<file path="src/rtl/icache_refill.sv">
// Instruction-cache refill engine: fetches one 128-bit line as four 32-bit memory beats
// and hands it back to the cache with a one-cycle ready pulse.
module icache_refill #(
    parameter int unsigned LINE_WIDTH      = 128,
    parameter int unsigned BEAT_WIDTH      = 32,
    parameter int unsigned LINE_ADDR_WIDTH = 28,
    parameter int unsigned CNT_WIDTH       = 16
) (
    input  logic                       clk,
    input  logic                       reset,
    input  logic                       req_i,
    input  logic [LINE_ADDR_WIDTH-1:0] req_addr_i,
    output logic [LINE_WIDTH-1:0]      fill_data_o,
    output logic [LINE_ADDR_WIDTH-1:0] fill_addr_o,
    output logic                       fill_rdy_o,
    output logic                       busy_o,
    output logic                       mem_req_o,
    output logic [31:0]                mem_addr_o,
    input  logic                       mem_gnt_i,
    input  logic                       mem_rvalid_i,
    input  logic [BEAT_WIDTH-1:0]      mem_rdata_i,
    output logic [CNT_WIDTH-1:0]       refill_cnt_o
);

    typedef enum logic [2:0] {
        StIdle,
        StReq,
        StBeat,
        StResp,
        StDrain
    } state_e;

    state_e                     state_q, state_d;
    logic [LINE_WIDTH-1:0]      line_q, line_d;
    logic [LINE_ADDR_WIDTH-1:0] addr_q, addr_d;
    logic [CNT_WIDTH-1:0]       cnt_q, cnt_d;
    logic [1:0]                 beat_q, beat_d;

    always_ff @(posedge clk) begin
        if (reset) begin
            state_q <= StIdle;
            line_q  <= '0;
            addr_q  <= '0;
            cnt_q   <= '0;
            beat_q  <= '0;
        end else begin
            state_q <= state_d;
            line_q  <= line_d;
            addr_q  <= addr_d;
            cnt_q   <= cnt_d;
            beat_q  <= beat_d;
        end
    end

    always_comb begin
        state_d = state_q;
        line_d  = line_q;
        addr_d  = addr_q;
        cnt_d   = cnt_q;
        beat_d  = beat_q;
        unique case (state_q)
            StIdle: begin
                if (req_i) begin
                    addr_d  = req_addr_i;
                    beat_d  = '0;
                    if (cnt_q != '1) begin
                        cnt_d = cnt_q + CNT_WIDTH'(1);
                    end
                    state_d = StReq;
                end
            end
            StReq: begin
                if (mem_gnt_i) begin
                    state_d = StBeat;
                end
            end
            StBeat: begin
                if (mem_rvalid_i) begin
                    for (int unsigned k = 0; k < 4; k++) begin
                        if (beat_q == 2'(k)) begin
                            line_d[k*BEAT_WIDTH +: BEAT_WIDTH] = mem_rdata_i;
                        end
                    end
                    beat_d = beat_q + 2'd1;
                    if (beat_q == 2'd3) begin
                        state_d = StResp;
                    end
                end
            end
            StResp: begin
                state_d = StDrain;
            end
            StDrain: begin
                // Hold off until the cache drops its request so it cannot re-trigger a refill.
                if (!req_i) begin
                    state_d = StIdle;
                end
            end
            default: begin
                state_d = StIdle;
            end
        endcase
    end

    assign fill_data_o  = line_q;
    assign fill_addr_o  = addr_q;
    assign fill_rdy_o   = (state_q == StResp);
    assign busy_o       = (state_q != StIdle);
    assign mem_req_o    = (state_q == StReq);
    assign mem_addr_o   = 32'({addr_q, 4'b0000});
    assign refill_cnt_o = cnt_q;

endmodule

</file>
<file path="config.mk">
export PLATFORM = sky130hd
export DESIGN_NAME = icache_refill
export DESIGN_NICKNAME = d
export VERILOG_FILES = /design/src/rtl/icache_refill.sv
export SDC_FILE = /design/constraint.sdc
export NUM_CORES = 1
export LEC_CHECK = 0
export BUFFER_PORTS_ARGS = -buffer_cell sky130_fd_sc_hd__buf_4
export CORE_AREA = 3 3 123 125
export DETAILED_ROUTE_END_ITERATION = 8
export DIE_AREA = 0 0 126 128
export HOLD_SLACK_MARGIN = 0.1
export PLACE_DENSITY = 0.84
export SYNTH_ARGS = -nofsm -noshare
export SYNTH_HDL_FRONTEND = slang
export SYNTH_SLANG_ARGS = --single-unit
</file>
<file path="constraint.sdc">
create_clock -name clk -period 2.2 [get_ports clk]
set_input_delay 0.11 -clock clk [delete_from_list [all_inputs] [get_ports clk]]
set_output_delay 0.11 -clock clk [all_outputs]
set_load 0.01 [all_outputs]
</file>
==> results of run 1 <==
[cells by family after synthesis]
group                    Yosys count
AND/OR/NAND/NOR                  376
multiplexers                       1
buffers and inverters             99
other                              1
AO/OA/AOI/OAI                    193
flip-flops                       177
adder cells (fa/ha/maj)            5
[tightest hold or removal path, stage by stage]
cell	delay (ns)
buf_4	0.11
nand2b_1	0.10
nor3b_1	0.06
nor2_1	0.08
nor2_1	0.05
[sequential cells by signal, indices dropped and copies added, names as in the netlist]
name          flops
fill_addr_o      28
state_q           3
refill_cnt_o     16
beat_q            2
fill_data_o     128
[synth_stat cells]
master / n / area share (%)
nor4b_1: 1 / 0.13
and2_1: 5 / 0.47
nor2_1: 7 / 0.39
nor3b_1: 2 / 0.22
buf_2: 13 / 0.97
nand3_1: 5 / 0.37
and3b_1: 1 / 0.13
or3_1: 5 / 0.47
o211ai_1: 1 / 0.11
buf_1: 3 / 0.17
inv_1: 5 / 0.28
and3_1: 2 / 0.19
dfxtp_1: 177 / 53
a21oi_1: 174 / 13
nand4_1: 3 / 0.28
or4_1: 11 / 1.2
nand3b_1: 1 / 0.11
buf_4: 32 / 3.6
mux2i_1: 1 / 0.15
o31ai_1: 12 / 1.3
nor4b_4: 1 / 0.35
conb_1: 1 / 0.056
nor3_1: 3 / 0.22
clkbuf_1: 46 / 2.6
nor2b_1: 1 / 0.093
ha_1: 5 / 0.93
and4_1: 3 / 0.39
nand4_2: 1 / 0.19
nand2b_1: 1 / 0.093
and4bb_2: 1 / 0.19
a22oi_1: 1 / 0.11
o21ai_0: 3 / 0.22
a211oi_1: 2 / 0.22
nand2_1: 322 / 18
[layout make-up]
class                      instances  area (um2)  area share [%]
timing repair buffer             350        2805           28.39
inverter                           5       18.77          0.1899
multi-input combinational        579        2679           27.11
clock inverter                     3       67.56          0.6837
sequential                       177        3543           35.86
tap                              180       225.2           2.279
clock buffer                      27       543.0           5.495
[layout by cell type (no fill, tap or decap), drive strengths merged, types with 7 or more instances in the layout]
cell / n
clkbuf: 27
dfxtp: 177
o31ai: 12
a21oi: 174
dlygate4sd3: 61
buf: 289
nand2: 322
nor2: 7
or4: 11
[layer usage]
metal / wire length (um) / global-route usage (%) / part of all wire (%)
met1: 8315 / 29.97 / 39
met3: 1820 / 7.292 / 8.5
met2: 10650 / 44.29 / 50
met4: 616 / 11.17 / 2.9
met5: 0 / 0 / 0
[metrics by stage]
stage          area [um2]  power, mW
2_1_floorplan        6724      3.649
3_3_place_gp         8661      3.905
3_5_place_dp         8661      3.915
4_1_cts              9882      7.059
5_1_grt              9882      7.252
6_report             9882      7.017
[timing repair]
| item | CTS | global route |
|---|---|---|
| hold buffers | 61 | 0 |
| endpoints found under the setup margin | 0 | 0 |
| hold endpoints to repair | 157 | 0 |
[how the worst max path moves through the flow]
stage | start | endpoint
CTS | state_q[1] | refill_cnt_o[4]
global placement | state_q[1] | refill_cnt_o[5]
detailed placement | state_q[1] | refill_cnt_o[7]
global route | state_q[1] | fill_addr_o[3]
floorplan | state_q[1] | refill_cnt_o[1]
finish | state_q[1] | refill_cnt_o[4]
[where the power goes]
part | total, mW | leakage (nW) | internal (mW) | switching (mW)
clock network | 3.07 | 0.298 | 1.91 | 1.17
logic | 0.632 | 2.35 | 0.318 | 0.314
registers | 3.31 | 1.43 | 3.26 | 0.0499
total | 7.02 | 4.08 | 5.49 | 1.53
==> impl_summary.txt, run 1 <==
----------------------------------------------------
[Clock tree]
  Total clock buffers created by CTS ... 17
  Clock tree from TritonCTS ... done
  Max H-tree Level ... 4
  PostCTS Resize Cnt ... 0
  Setup repair bufs after CTS ... 0
  Root Driver ... clkbuf_16
  Maximum buffer depth of the clock tree ... 2
  Clock Latency Late Sink ... 0.42 ns
  TritonCTS sink count ... 177
  Clock-pin slew of the registers on the worst-case setup and hold paths ... 0.06 ns

[Drt]
  Total DRC errors in the routed layout ... 0
  Drt first-iter violations ... 442
  Count of vias placed by the detailed router ... 6,918
  Average via count per standard cell ... 5.237
  Antenna viol nets, final ... 0
  Wire per inst ... 16.20 um
  Final WL ... 21,400 um
  Number of detailed-route iterations in the first pass ... 5

[Yosys]
  Share of the yosys chip area belonging to registers ... 52.79%
  Post-synthesis sequential element count ... 177
  Arithmetic-cell share of the synthesized area counting full adders, half adders and majority gates ... 0.9320%
  Fraction of synthesized area in multiplexers ... 0.1491%
  Post-Synth XOR/XNOR Area ... 0%
  Dominant combinational cell family by area after synthesis ... simple AND/OR/NAND/NOR gates
  Simple logic cell fraction of the synthesized area ... 23.52%
  Average cell area after synthesis ... 7.879 um2
  Area of the mapped netlist ... 6713 um2
  Number of distinct library cell variants in the gate-level netlist after synthesis ... 34
  Number of instances in the synthesized netlist ... 852
  YS warnings ... 0
  Complex-gate fraction of the synthesized area ... 14.99%

[STA]
  Final worst clock skew ... 0.009184 ns
  Final critical-path required period ... 1.929 ns
  Smallest setup slack after layout ... 0.2708 ns
  Final Max Slew Viols ... 0
  Worst rel slew slack ... 46.44%
  WHS ... 0.1512 ns
  Final hold viol count ... 0
  Final Cycle Share ... 87.69%
  Setup violation total in the final timing report ... 0
  Worst slew pin tran ... 0.8034 ns
  Sum Neg Setup Slack ... 0 ns
  Fmax ... 518.4 MHz
  Unrepaired setup endpoints after global routing ... false

[Die]
  Initial core utilization ... 47.99%
  Die H ... 128 um
  Die W ... 126 um
  Die ar. ... 16,130 um2
  Number of top-level design ports ... 272
  Area of the core ... 13,990 um2
  Floorplan row count ... 43

[Global route]
  Via count of the first global-routing pass ... 6,757
  Total global-route track usage ... 25.71%
  Maximum number of pins on one net before global-route repair ... 178
  GRT overflow ... 0
  Antenna violations before repair ... 0
  Global-route wire length before repair ... 33,760 um

[Place]
  Worst Setup Slack post-DPL ... 0.3024 ns
  Detailed Place HPWL ... 13,640 um
  Cell count after placement ... 1,230
  Buffers on Ports ... 267
  Routability cong. ... 0.8096

[Layout]
  Post-layout util ... 70.64%
  Proportion of layout cells with a drive suffix above 1 ... 28.13%
  Synthesis-to-finish area growth ... 47.21%
  Number of antenna cells inserted ... 0
  Final instance count without filler cells ... 1,321
  Filler cells ... 1,051
  Number of nets in the final layout ... 1,200

[Critical path]
  Series of cell instances along the critical path ... nand2b_1, or3_1, or4_1, a21oi_1
  Crit-path max cell delay ... 0.57 ns
  Worst r2r src ... state_q[1]
  Depth of the most critical reg-to-reg path ... 4
  Endpoint class of the critical path ... flop
  Maximum fanout count along the critical path ... 16
  Path type of the worst setup path ... reg -> reg
  Worst setup SP type ... flop
  Setup slack of the most critical reg-to-reg path ... 0.27 ns
  Instance count on the critical path ... 4
  Critical path data arrival time ... 2.26 ns
  Required time of the worst setup path ... 2.53 ns
  CP delay by family, top ... simple AND/OR/NAND/NOR gates
  FF-to-FF End ... refill_cnt_o[4]
  Slowest-stage cell, CP ... or4_1
  Crit path buf inv count ... 0

[Hold path]
  Hold Path Cell Cnt ... 5
  Endpoint, Worst Hold ... state_q[2]
  Worst Min Path Start ... req_i
  Path category of the worst min-delay check ... in -> reg

[Power and ir drop]
  Worst-case vdd ir drop ... 0.0006154 V
  PD cells ... 710.0 nW/um2
  Static Leakage ... 4.075 nW

[Job]
  Max Cap Violations ... 0

[Status]
  Outcome ... complete, no violations

----------------------------------------------------
Power figures use the tool's default switching activity.
==> run 2: changes to the inputs <==
Settings changed: BUFFER_PORTS_ARGS -buffer_cell sky130_fd_sc_hd__buf_4 to not set, CORE_AREA 3 3 123 125 to 3 3 110 112, CTS_BUF_LIST set to sky130_fd_sc_hd__clkbuf_4, DIE_AREA 0 0 126 128 to 0 0 113 115, DONT_BUFFER_PORTS set to 1, GPL_TIMING_DRIVEN set to 0, PLACE_DENSITY 0.84 to 0.81.
==> run 2 against run 1 <==
Clock-buffer cell count decreased by 10. Largest power group unchanged. Clock power down 24%. Design area fell by 19%. Combinational power shrank 25%. Worst setup slack got worse by 0.19 ns. Critical path depth grew 3. Sequential cell count unchanged.
==> impl_summary.txt, run 2 (synthesized netlist as in run 1, its figures left out) <==
----------------------------------------------------
[Power and ir drop]
  Static Leakage ... 2.797 nW
  Worst-case vdd ir drop ... 0.0005813 V
  PD cells ... 771.6 nW/um2
  Overall power of the completed layout ... 6.155 mW

[Job]
  Max Cap Violations ... 0

[Critical path]
  Slowest-stage cell, CP ... clkbuf_1
  Worst setup SP type ... flop
  FF-to-FF End ... fill_data_o[103]
  Series of cell instances along the critical path ... buf_2, and4bb_2, buf_2, nand2_1, clkbuf_1, nand2_1, a21oi_1
  CP delay by family, top ... buffers and inverters
  Maximum fanout count along the critical path ... 10
  Endpoint class of the critical path ... flop
  Depth of the most critical reg-to-reg path ... 7
  Crit path buf inv count ... 3
  Required time of the worst setup path ... 2.68 ns
  Instance count on the critical path ... 7
  Path type of the worst setup path ... reg -> reg
  Setup slack of the most critical reg-to-reg path ... 0.08 ns
  Worst r2r src ... state_q[0]
  Crit-path max cell delay ... 0.50 ns
  Critical path data arrival time ... 2.60 ns

[Die]
  Floorplan row count ... 39
  Die W ... 113 um
  Die ar. ... 13,000 um2
  Initial core utilization ... 59.29%
  Area of the core ... 11,320 um2
  Number of top-level design ports ... 272
  Die H ... 115 um

[Place]
  Post-placement cell area ... 6903 um2
  Worst Setup Slack post-DPL ... 0.05329 ns
  Detailed Place HPWL ... 13,710 um
  Cell count after placement ... 998
  Buffers on Ports ... 0
  Routability cong. ... 0.8800

[Clock tree]
  Root Driver ... clkbuf_4
  Clock-pin slew of the registers on the worst-case setup and hold paths ... 0.13 ns
  Clock Latency Late Sink ... 0.54 ns
  Total clock buffers created by CTS ... 17
  Clock tree from TritonCTS ... done
  Max H-tree Level ... 4
  Maximum buffer depth of the clock tree ... 2
  TritonCTS sink count ... 177

[STA]
  Final worst clock skew ... 0.01213 ns
  Final Max Slew Viols ... 0
  Worst slew pin tran ... 0.6491 ns
  Worst rel slew slack ... 56.73%
  Fmax ... 471.8 MHz
  Sum Neg Setup Slack ... 0 ns
  Setup violation total in the final timing report ... 0
  Unrepaired setup endpoints after global routing ... true
  Smallest setup slack after layout ... 0.08065 ns
  Final critical-path required period ... 2.119 ns
  Final hold viol count ... 0
  Final Cycle Share ... 96.33%

[Layout]
  Final instance count without filler cells ... 1,096
  Number of nets in the final layout ... 1,012
  Most frequent cells in the layout ... 322 x nand2_1, 174 x a21oi_1, 173 x dfxtp_1, 65 x dlygate4sd3_1, 45 x clkbuf_1
  Number of flip-flops in the largest register ... 128
  Most common cell after layout, fill and taps aside ... nand2_1
  Proportion of layout cells with a drive suffix above 1 ... 9.339%
  Layout Cell Area excl Fill ... 7976 um2
  Number of antenna cells inserted ... 0
  Synthesis-to-finish area growth ... 18.83%

[Global route]
  Total global-route track usage ... 30.31%
  Maximum number of pins on one net before global-route repair ... 17
  Global-route wire length before repair ... 30,980 um
  Via count of the first global-routing pass ... 5,904
  Antenna violations before repair ... 0
  GRT overflow ... 0

[Drt]
  Wire per inst ... 18.66 um
  Count of vias placed by the detailed router ... 6,243
  Average via count per standard cell ... 5.696
  Total DRC errors in the routed layout ... 0
  Final WL ... 20,450 um
  Number of detailed-route iterations in the first pass ... 5
  Antenna viol nets, final ... 0
  Drt first-iter violations ... 540

[Hold path]
  Path category of the worst min-delay check ... in -> reg
  Hold Path Cell Cnt ... 4
  Endpoint, Worst Hold ... beat_q[0]
  Worst Min Path Start ... mem_rvalid_i

[Status]
  Outcome ... complete, no violations

----------------------------------------------------
## run 2: power by group
| part | total, mW | internal, mW | switching, mW |
|---|---|---|---|
| Clock | 2.34 | 1.24 | 1.09 |
| Sequential | 3.34 | 3.26 | 0.0787 |
| Combinational | 0.476 | 0.204 | 0.273 |
## run 2: cell type report
type,count,area [um2]
repair buffers,68,673.1
flip-flops and latches,177,3548
inverters,5,18.77
plain buffers,94,494.2
multi-input cells,579,2679
clock buffers,17,127.6
well taps,143,178.9
fillers,898,3344
clock inverters,13,256.5
## run 2: worst register-to-register path: stages (launching register included)
cell and delay (ns):
dfxtp_1 0.33, buf_2 0.21, and4bb_2 0.27, buf_2 0.18
nand2_1 0.20, clkbuf_1 0.50, nand2_1 0.17, a21oi_1 0.20
## run 2: what timing repair did
action	in CTS	in global routing
endpoints found under the hold margin	168	0
endpoints found under the setup margin	0	31
gates resized for setup	0	10
hold buffers	65	0
setup buffers	0	3
## run 2: how the worst max path moves through the flow
| stage | start | to | slack, ns |
|---|---|---|---|
| floorplan | state_q[1] | refill_cnt_o[1] | 0.46 |
| global placement | refill_cnt_o[0] | refill_cnt_o[1] | 0.09 |
| detailed placement | state_q[0] | refill_cnt_o[15] | 0.05 |
| CTS | state_q[0] | refill_cnt_o[15] | 0.006 |
| global route | state_q[0] | fill_data_o[103] | -0.0007 |
| finish | state_q[0] | fill_data_o[103] | 0.08 |
## run 2: metrics by stage
step | util (%) | hold WS, ns
2_1_floorplan | - | 0.2460
3_3_place_gp | 60.97 | 0.2466
3_5_place_dp | 60.97 | 0.2524
4_1_cts | 70.11 | 0.1364
5_1_grt | 70.46 | 0.1968
6_report | 70.46 | 0.1978
## run 2: per-layer routing
metal | part of all wire [%] | GRT usage (%) | up-vias | routed length, um
li1 | - | - | 2955 | -
met1 | 38 | 34.49 | 2900 | 7721
met2 | 49 | 50.95 | 326 | 9938
met3 | 10 | 11.21 | 62 | 2082
met4 | 3.5 | 14.02 | 0 | 708
met5 | 0 | 0 | - | 0
==> run 3: changes to the inputs <==
Settings changed: CORE_AREA 3 3 110 112 to 3 3 127 129, DIE_AREA 0 0 113 115 to 0 0 130 132, PLACE_DENSITY 0.81 to 0.65.
Clock period 2.2 ns to 2.4 ns, I/O delays scaled along.
==> run 3 against run 2 <==
Sequential power down 8.4%. Largest cell class unchanged. Clock skew rose by 0.0051 ns. Highest routed layer unchanged. Hold slack worse by 0.0097 ns.
==> impl_summary.txt, run 3 (synthesized netlist as in run 1, its figures left out) <==
----------------------------------------------------
[Drt]
  Drt first-iter violations ... 253
  Antenna viol nets, final ... 0
  Wire per inst ... 18.03 um
  Total DRC errors in the routed layout ... 0
  Number of detailed-route iterations in the first pass ... 5
  Count of vias placed by the detailed router ... 6,007
  Final WL ... 20,700 um
  Average via count per standard cell ... 5.233

[Layout]
  Number of nets in the final layout ... 1,016
  Most common cell after layout, fill and taps aside ... nand2_1
  Most frequent cells in the layout ... 322 x nand2_1, 177 x dfxtp_1, 174 x a21oi_1, 72 x dlygate4sd3_1, 45 x clkbuf_1
  Final instance count without filler cells ... 1,148
  Synthesis-to-finish area growth ... 18.96%
  Proportion of layout cells with a drive suffix above 1 ... 8.238%
  Number of flip-flops in the largest register ... 128
  Layout Cell Area excl Fill ... 7985 um2

[STA]
  Final Max Slew Viols ... 0
  Final hold viol count ... 0
  Setup violation total in the final timing report ... 0
  Final critical-path required period ... 2.257 ns
  Unrepaired setup endpoints after global routing ... false
  Final Cycle Share ... 94.06%
  Worst rel slew slack ... 53.87%
  Final worst clock skew ... 0.01721 ns
  Fmax ... 443.0 MHz
  Sum Neg Setup Slack ... 0 ns
  Worst slew pin tran ... 0.6904 ns

[Hold path]
  Path category of the worst min-delay check ... in -> reg
  Endpoint, Worst Hold ... state_q[2]
  Worst Min Path Start ... reset
  Hold Path Cell Cnt ... 3

[Die]
  Die ar. ... 17,160 um2
  Floorplan row count ... 45
  Die W ... 130 um
  Number of top-level design ports ... 272
  Initial core utilization ... 44.32%
  Die H ... 132 um
  Area of the core ... 15,150 um2

[Critical path]
  Slowest-stage cell, CP ... nor4b_4
  CP delay by family, top ... buffers and inverters
  Path type of the worst setup path ... reg -> reg
  Crit-path max cell delay ... 0.57 ns
  Worst r2r src ... state_q[0]
  Maximum fanout count along the critical path ... 10
  FF-to-FF End ... fill_addr_o[11]
  Crit path buf inv count ... 3
  Series of cell instances along the critical path ... buf_2, nor4b_4, clkbuf_2, nand2_1, dlygate4sd3_1, a21oi_1
  Worst setup SP type ... flop
  Endpoint class of the critical path ... flop
  Critical path data arrival time ... 2.75 ns
  Required time of the worst setup path ... 2.89 ns
  Setup slack of the most critical reg-to-reg path ... 0.14 ns
  Depth of the most critical reg-to-reg path ... 6

[Clock tree]
  Max H-tree Level ... 4
  Clock Latency Late Sink ... 0.57 ns
  Root Driver ... clkbuf_4
  Maximum buffer depth of the clock tree ... 2
  Clock-pin slew of the registers on the worst-case setup and hold paths ... 0.14 ns
  TritonCTS sink count ... 177
  Total clock buffers created by CTS ... 17
  Clock tree from TritonCTS ... done

[Global route]
  GRT overflow ... 0
  Total global-route track usage ... 23.21%
  Via count of the first global-routing pass ... 5,616
  Global-route wire length before repair ... 31,330 um
  Maximum number of pins on one net before global-route repair ... 17
  Antenna violations before repair ... 0

[Place]
  Cell count after placement ... 1,043
  Post-placement cell area ... 6959 um2
  Detailed Place HPWL ... 14,270 um
  Routability cong. ... 0.7999
  Buffers on Ports ... 0

[Job]
  Max Cap Violations ... 0

[Power and ir drop]
  Static Leakage ... 2.748 nW
  Worst-case vdd ir drop ... 0.0003379 V
  Overall power of the completed layout ... 5.295 mW
  PD cells ... 663.1 nW/um2

[Status]
  Outcome ... complete, no violations

----------------------------------------------------
-- run 3: cell count changes in the layout (fill, tap and decap cells not counted), sizes merged --
| cell | change |
|---|---|
| clkinvlp | +1 |
| dlygate4sd3 | +7 |
| clkbuf | -1 |
| diode | +1 |
| bufinv | -4 |
| clkinv | +3 |
-- run 3: metal layers --
layer  routed length (um)  global-route usage (%)  vias up
met5                    0                       0        -
met4                  523                   8.025        0
met1                 8532                   27.80     2768
met3                 2008                   9.562       37
li1                     -                       -     2954
met2                 9638                   37.48      248
-- run 3: layout make-up --
| cell class | count | area (um2) |
|---|---|---|
| Fill cell | 1478 | 7161 |
| Sequential cell | 177 | 3543 |
| Multi-Input combinational cell | 579 | 2673 |
| Timing Repair Buffer | 72 | 720.7 |
| Buffer | 94 | 490.5 |
| Tap cell | 188 | 235.2 |
| Clock inverter | 13 | 158.9 |
| Clock buffer | 19 | 142.6 |
| Inverter | 5 | 18.77 |
| Antenna cell | 1 | 2.502 |
-- run 3: what timing repair did --
item,CTS,global route
hold endpoints to repair,168,0
hold buffers,72,0
endpoints found under the setup margin,0,8
setup buffers,0,0
gates resized for setup,0,2
-- run 3: worst max path at each step --
stage	startpoint	to	slack [ns]	cells after the start
2_1_floorplan	state_q[1]	refill_cnt_o[1]	0.66	8
3_3_place_gp	refill_cnt_o[0]	refill_cnt_o[1]	0.28	7
3_5_place_dp	state_q[1]	refill_cnt_o[1]	0.32	8
4_1_cts	state_q[0]	fill_addr_o[11]	0.06	6
5_1_grt	refill_cnt_o[0]	refill_cnt_o[9]	0.0005	7
6_report	state_q[0]	fill_addr_o[11]	0.14	6
-- run 3: per-stage QoR --
| step | worst slack, ns | utilization, % | hold WS (ns) |
|---|---|---|---|
| 2_1_floorplan | 0.6602 | - | 0.2560 |
| 3_3_place_gp | 0.2761 | 45.95 | 0.2570 |
| 4_1_cts | 0.06277 | 52.70 | 0.1126 |
| 6_report | 0.1427 | 52.72 | 0.1881 |
| 3_5_place_dp | 0.3162 | 45.95 | 0.2619 |
| 5_1_grt | 0.0005012 | 52.71 | 0.1697 |
-- run 3: worst reg2reg max path, cell delays in order (launching register included) --
cell,delay [ns]
dfxtp_1,0.32
buf_2,0.17
nor4b_4,0.57
clkbuf_2,0.33
nand2_1,0.07
dlygate4sd3_1,0.57
a21oi_1,0.16
-- run 3: power breakdown --
| group | internal (mW) | switching [mW] | leakage (nW) |
|---|---|---|---|
| logic | 0.190 | 0.254 | 1.15 |
| registers | 2.99 | 0.0695 | 1.43 |
| clock network | 0.749 | 1.04 | 0.163 |
| total | 3.93 | 1.37 | 2.75 |
